==> src/rtl/hazard_ctrl.sv <==
// hazard_ctrl: pipeline sequencing controller for the 5-stage RV32I core.
//   Drives fetch-stage enables (pc_write, pc_control, IF_flush, IF_ID_write),
//   the ID/EX bubble and the back-end hold. It sequences post-reset warm-up,
//   load-use / branch-operand stalls and data-memory freeze.
//   Also keeps saturating stall / flush / memory-wait counters.
// Ports:
//   clk, reset            rising-edge clock, async active-high reset
//   ID_*                  operand usage and branch info of the IF/ID instruction
//   ID_EX_*               write/load/rd info of the instruction in EX
//   mem_busy              data memory not ready; back end must hold
//   pc_write .. EX_MEM_hold  Mealy control outputs, valid in the same cycle
//   *_count               CNT_W-bit saturating event counters
// Latency: outputs are combinational from state and inputs; counters lag by one edge.
// Backpressure: mem_busy freezes the whole pipe and holds the current state.

module hazard_ctrl #(
  parameter int STARTUP_CYCLES = 2,
  parameter int CNT_W          = 32
) (
  input  logic             clk,
  input  logic             reset,
  input  logic [4:0]       ID_rs1,
  input  logic [4:0]       ID_rs2,
  input  logic             ID_rs1_used,
  input  logic             ID_rs2_used,
  input  logic             ID_is_branch,
  input  logic             ID_branch_taken,
  input  logic             ID_EX_reg_write,
  input  logic             ID_EX_mem_read,
  input  logic [4:0]       ID_EX_rd,
  input  logic             mem_busy,
  output logic             pc_write,
  output logic             pc_control,
  output logic             IF_flush,
  output logic             IF_ID_write,
  output logic             ID_EX_bubble,
  output logic             EX_MEM_hold,
  output logic [CNT_W-1:0] stall_count,
  output logic [CNT_W-1:0] flush_count,
  output logic [CNT_W-1:0] memwait_count
);

  typedef enum logic [1:0] {
    ST_STARTUP = 2'd0,
    ST_RUN     = 2'd1,
    ST_STALL2  = 2'd2
  } state_t;

  localparam logic [3:0]       WARM_INIT = 4'(STARTUP_CYCLES);
  localparam logic [CNT_W-1:0] CNT_ONE   = CNT_W'(1);
  localparam logic [CNT_W-1:0] CNT_MAX   = {CNT_W{1'b1}};

  state_t           state_q, state_d;
  logic [3:0]       warm_q, warm_d;
  logic [CNT_W-1:0] stall_q, flush_q, memwait_q;

  // Event strobes feeding the performance counters.
  logic stall_inc, flush_inc, memwait_inc;

  // Hazard detection against the instruction currently in EX.
  // x0 is never a real producer, so rd==0 never creates a dependency.
  logic rs1_hit, rs2_hit, hit;
  logic load_use, br_alu, br_load, br_taken;

  assign rs1_hit  = ID_rs1_used && (ID_EX_rd != 5'd0) && (ID_EX_rd == ID_rs1);
  assign rs2_hit  = ID_rs2_used && (ID_EX_rd != 5'd0) && (ID_EX_rd == ID_rs2);
  assign hit      = rs1_hit || rs2_hit;
  assign load_use = ID_EX_mem_read && hit;
  // A branch compares in ID, so an ALU result in EX cannot be forwarded in time.
  assign br_alu   = ID_is_branch && ID_EX_reg_write && !ID_EX_mem_read && hit;
  // A branch on a load needs the value out of MEM/WB: two bubbles.
  assign br_load  = ID_is_branch && load_use;
  assign br_taken = ID_is_branch && ID_branch_taken;

  // Output decode and next state, highest priority first.
  always_comb begin
    pc_write     = 1'b0;
    pc_control   = 1'b0;
    IF_flush     = 1'b0;
    IF_ID_write  = 1'b0;
    ID_EX_bubble = 1'b0;
    EX_MEM_hold  = 1'b0;
    stall_inc    = 1'b0;
    flush_inc    = 1'b0;
    memwait_inc  = 1'b0;
    state_d      = state_q;
    warm_d       = warm_q;

    case (state_q)
      ST_STARTUP: begin
        // Fetch held and the front end kept empty; mem_busy is irrelevant here.
        IF_flush     = 1'b1;
        ID_EX_bubble = 1'b1;
        if (warm_q <= 4'd1) begin
          state_d = ST_RUN;
        end else begin
          warm_d = warm_q - 4'd1;
        end
      end

      ST_RUN, ST_STALL2: begin
        if (mem_busy) begin
          // Whole-pipe freeze: nothing moves and the state is retained, so a
          // pending second stall cycle resumes once memory is ready.
          EX_MEM_hold = 1'b1;
          memwait_inc = 1'b1;
        end else if (state_q == ST_STALL2) begin
          // Second bubble of a branch-on-load; branch outcome is not yet valid.
          ID_EX_bubble = 1'b1;
          stall_inc    = 1'b1;
          state_d      = ST_RUN;
        end else if (load_use || br_alu) begin
          // Stall beats a taken branch; the branch re-evaluates afterwards.
          ID_EX_bubble = 1'b1;
          stall_inc    = 1'b1;
          if (br_load) begin
            state_d = ST_STALL2;
          end
        end else if (br_taken) begin
          pc_control  = 1'b1;
          pc_write    = 1'b1;
          IF_flush    = 1'b1;
          IF_ID_write = 1'b1;
          flush_inc   = 1'b1;
        end else begin
          pc_write    = 1'b1;
          IF_ID_write = 1'b1;
        end
      end

      default: begin
        // Unused encoding: behave like reset and restart the warm-up.
        IF_flush     = 1'b1;
        ID_EX_bubble = 1'b1;
        state_d      = ST_STARTUP;
        warm_d       = WARM_INIT;
      end
    endcase
  end

  always_ff @(posedge clk or posedge reset) begin
    if (reset) begin
      state_q   <= ST_STARTUP;
      warm_q    <= WARM_INIT;
      stall_q   <= '0;
      flush_q   <= '0;
      memwait_q <= '0;
    end else begin
      state_q <= state_d;
      warm_q  <= warm_d;
      // Counters stick at all-ones rather than wrapping.
      if (stall_inc && (stall_q != CNT_MAX)) begin
        stall_q <= stall_q + CNT_ONE;
      end
      if (flush_inc && (flush_q != CNT_MAX)) begin
        flush_q <= flush_q + CNT_ONE;
      end
      if (memwait_inc && (memwait_q != CNT_MAX)) begin
        memwait_q <= memwait_q + CNT_ONE;
      end
    end
  end

  assign stall_count   = stall_q;
  assign flush_count   = flush_q;
  assign memwait_count = memwait_q;

endmodule

==> config.mk <==
export PLATFORM = sky130hd
export DESIGN_NAME = hazard_ctrl
export DESIGN_NICKNAME = d
export VERILOG_FILES = /design/src/rtl/hazard_ctrl.sv
export SDC_FILE = /design/constraint.sdc
export NUM_CORES = 1
export LEC_CHECK = 0
export CORE_MARGIN = 2
export CORE_UTILIZATION = 50
export CTS_CLUSTER_SIZE = 16
export DETAILED_ROUTE_END_ITERATION = 6
export PLACE_DENSITY_LB_ADDON = 0.2
export SETUP_SLACK_MARGIN = 0.1
export SYNTH_ARGS = -nofsm -noshare
export SYNTH_HDL_FRONTEND = slang
export SYNTH_SLANG_ARGS = --single-unit
==> constraint.sdc <==
create_clock -name clk -period 6.3 [get_ports clk]
set_input_delay 0.945 -clock clk [delete_from_list [all_inputs] [get_ports clk]]
set_output_delay 0.945 -clock clk [all_outputs]
set_load 0.1 [all_outputs]
==> metrics.md <==
| Metric | Value |
|---|---|
| Status | finished, final reports clean |
| Worst R2R Setup Slack | 3620 ps |
| Final setup skew | 8.71 ps |
| Layout Cells excl Fill | 768 |
| Core area | 0.0102 mm² |
| Initial antenna violation count | 0 |
| Pre-CTS setup slack | 1440 ps |
| Width of the die | 106 µm |
| RSZ-0062 raised after global routing | false |
| Layout cell share with drive strength beyond 1 | 5.22% |
| Antenna-violating nets left | 0 |
| P_leak | 2.75 nW |
| Worst setup EP type | primary output |
| Initial cell density of the core | 50.9% |
| Min-delay worst type | reg -> reg |
| Setup violators final | 0 |
| Hold Vio Cnt, Final | 0 |
| Count of state elements after synthesis | 102 |
| Die area | 0.0112 mm² |
| TritonCTS Buffers | 9 |
| Vias in the first global route | 4,132 |
| Main flop type after synthesis | dfrtp_1 |
| Net Sw Frac | 46.3% |
| Post-synth EDFFs | 0 |
| Max_cap viols | 0 |
| Comb pwr share | 43.1% |
| Yosys warnings | 0 |
| Via density | 5.63 |
| CP Launch Type | input port |
| Syn avg cell area | 10.4 µm² |
| Synth Area in XOR/XNOR | 17.0% |
| Internal power | 1.12 mW |
| Die H | 106 µm |
| Critical path launch point | ID_EX_rd[2] |
| Setup TNS | 0 ps |
| DRC viols | 0 |
| Worst-Skew Late Latency | 370 ps |
| Layout area overhead | 30.2% |
| Reg power frac | 37.3% |
| Vias | 4,321 |
| Dominant combinational cell family by area after synthesis | simple AND/OR/NAND/NOR gates |
| Worst Tran Pin Value | 1000 ps |
| ANT cells | 0 |
| Detailed Route Iter0 Violations | 245 |
| Clk network pwr share | 19.6% |
| Simple-gate portion of the synthesized area | 25.0% |
| Post-synthesis adder-cell area fraction | 2.16% |
| CTS tree | yes |
| Fraction of registers with async set/reset | 100% |
| Cts hold-fix bufs | 0 |
| Root buf cell | clkbuf_8 |
| Clk sinks | 102 |
| Dpl cell area | 0.00659 mm² |
| CTS HTree Levels | 3 |
| Worst IR Drop VDD | 342 µV |
| Gr ovfl total | 0 |
| Final worst path period share | 77.7% |
| NetSw | 965 µW |
| Post_cts resized | 0 |
| Slew HR | 33.1% |
| Max Slew Vio Count | 0 |
| Post-CTS setup buffers | 0 |
| Seq/Total Area, Yosys | 49.0% |
| Reg-to-reg startpoint | state_q[1] |
| WL per Instance | 15.9 µm |
| Crit path capture | ID_EX_bubble |
| WP data required | 5350 ps |
| Utilization after layout | 66.3% |
| HPWL after detailed placement | 9000 µm |
| First-pass GRT wire length | 20,300 µm |
| Synth Area in Compound Gates | 3.29% |
| Global-route usage over all layers | 22.3% |
| Register-to-Register Path Depth | 8 |
| Final Cell Area | 0.00678 mm² |
| FP Rows | 37 |
| Worst-path fanout max | 11 |
| Ports | 126 |
| Synthesized area | 0.00521 mm² |
| Drt pass-1 iters | 5 |
| Min Hold Slack | 503 ps |
| Mapped Nets | 532 |
| Power Dens Cells | 307 mW/mm² |
| Largest net degree at the start of global routing | 56 |
| Crit path DAT | 3950 ps |
| Post-Route WL | 12,200 µm |
| Fillers | 807 |
| Dpl cells | 752 |
| Layout Nets | 660 |
| Reg2reg end | flush_count[22] |
| CTS max path bufs | 2 |
| Final Worst Setup Slack | 1400 ps |
| Setup CP Type | in -> out |
| Unique cell type count in the Yosys netlist | 48 |
| Max frequency | 0.204 GHz |
| Tmin final | 4900 ps |
| PortBufs | 125 |
| Post-synthesis mux area share | 1.71% |
| Power, Total | 2.08 mW |
| CTS clk-pin slew, worst paths | 100 ps |
| Gpl congestion | 0.862 |
| Post-Synthesis Cells | 499 |
how the worst min path moves through the flow:
stage / endpoint / depth (start not counted) / slack [ps] / startpoint
4_1_cts: memwait_count[29] / 1 / 500 / memwait_count[29]
3_3_place_gp: flush_count[22] / 1 / 480 / flush_count[22]
5_1_grt: memwait_count[29] / 1 / 520 / memwait_count[29]
2_1_floorplan: warm_q[2] / 1 / 470 / warm_q[2]
3_5_place_dp: memwait_count[29] / 1 / 490 / memwait_count[29]
6_report: flush_count[5] / 1 / 500 / flush_count[5]
layer usage:
layer,track usage [%],share of wire [%]
met1,31.4,45
met5,0,0
met4,6.20,1.5
met2,35.3,48
met3,4.72,5.9
kinds of logic (layout without fill, tap and decap cells):
| logic type | after synthesis | after routing |
|---|---|---|
| and+or+nand+nor | 238 | 238 |
| DFF | 102 | 102 |
| xor gates and xnor gates | 101 | 101 |
| AOI/OAI and AO/OA | 21 | 21 |
| buffers and inverters | 20 | 153 |
| adders and majority gates | 9 | 9 |
| muxes | 8 | 8 |
flip-flops by register name (all words and copies together), names as in the netlist:
signal         count
memwait_count     32
stall_count       32
warm_q             4
flush_count       32
state_q            2
power by group through the flow:
stage	logic, mW	registers, mW	clock network (mW)
finish	0.898	0.777	0.408
CTS	0.904	0.777	0.415
global placement	0.886	0.785	0
detailed placement	0.901	0.788	0
global route	0.946	0.786	0.444
floorplan	0.435	1.05	0
cells in the final DEF, fill, tap and decap left out, types with 2 or more instances in the layout:
cell               n
clkdlybuf4s50_1  125
and4_1             6
clkbuf_8          11
ha_1               9
o21ai_0            4
and3_1            19
nor4_1             7
xor2_1            16
and2_1             3
nand2b_1           3
nor3b_1            2
nand2_1           46
nand4_1           41
dfrtp_1          101
nor2_1            32
inv_6              3
nor2b_1            4
nand4b_1           4
inv_1             10
nand3_1           40
xnor2_1           85
nand3b_1           3
mux2_2             7
a21oi_1            4
nor4b_1            3
or3_1              2
or4_1              5
nor3_1            14
cell type report:
cell class	instances	area [µm²]	share of cell area [%]
clock buffer	11	151	2.23
clock inverter	5	40.0	0.591
inverter	11	43.8	0.646
multi-input combinational	377	2560	37.8
sequential	102	2550	37.7
tap	136	170	2.51
timing repair buffer	126	1260	18.6
Yosys cell counts (4+ instances only):
master / number / area (µm²)
or4_1: 5 / 37.5
nor3_1: 14 / 70.1
nand4b_1: 4 / 35.0
xor2_1: 16 / 140
o21ai_0: 4 / 20.0
nand2_1: 46 / 173
nand4_1: 41 / 257
and4_1: 6 / 52.6
and3_1: 19 / 119
nand3_1: 40 / 200
nor2b_1: 4 / 25.0
buf_2: 5 / 25.0
dfrtp_1: 101 / 2530
xnor2_1: 85 / 744
a21oi_1: 4 / 20.0
nor4_1: 7 / 43.8
ha_1: 9 / 113
mux2_2: 7 / 78.8
nor2_1: 32 / 120
inv_1: 11 / 41.3
worst max-delay path, cell delays in order:
cell and delay (ps):
clkdlybuf4s50_1 600, xnor2_1 160, nand4_1 180, o22ai_1 280, and2_1 410, nor2_1 60
o21ai_0 150, clkdlybuf4s50_1 1160
Power figures use the tool's default switching activity.
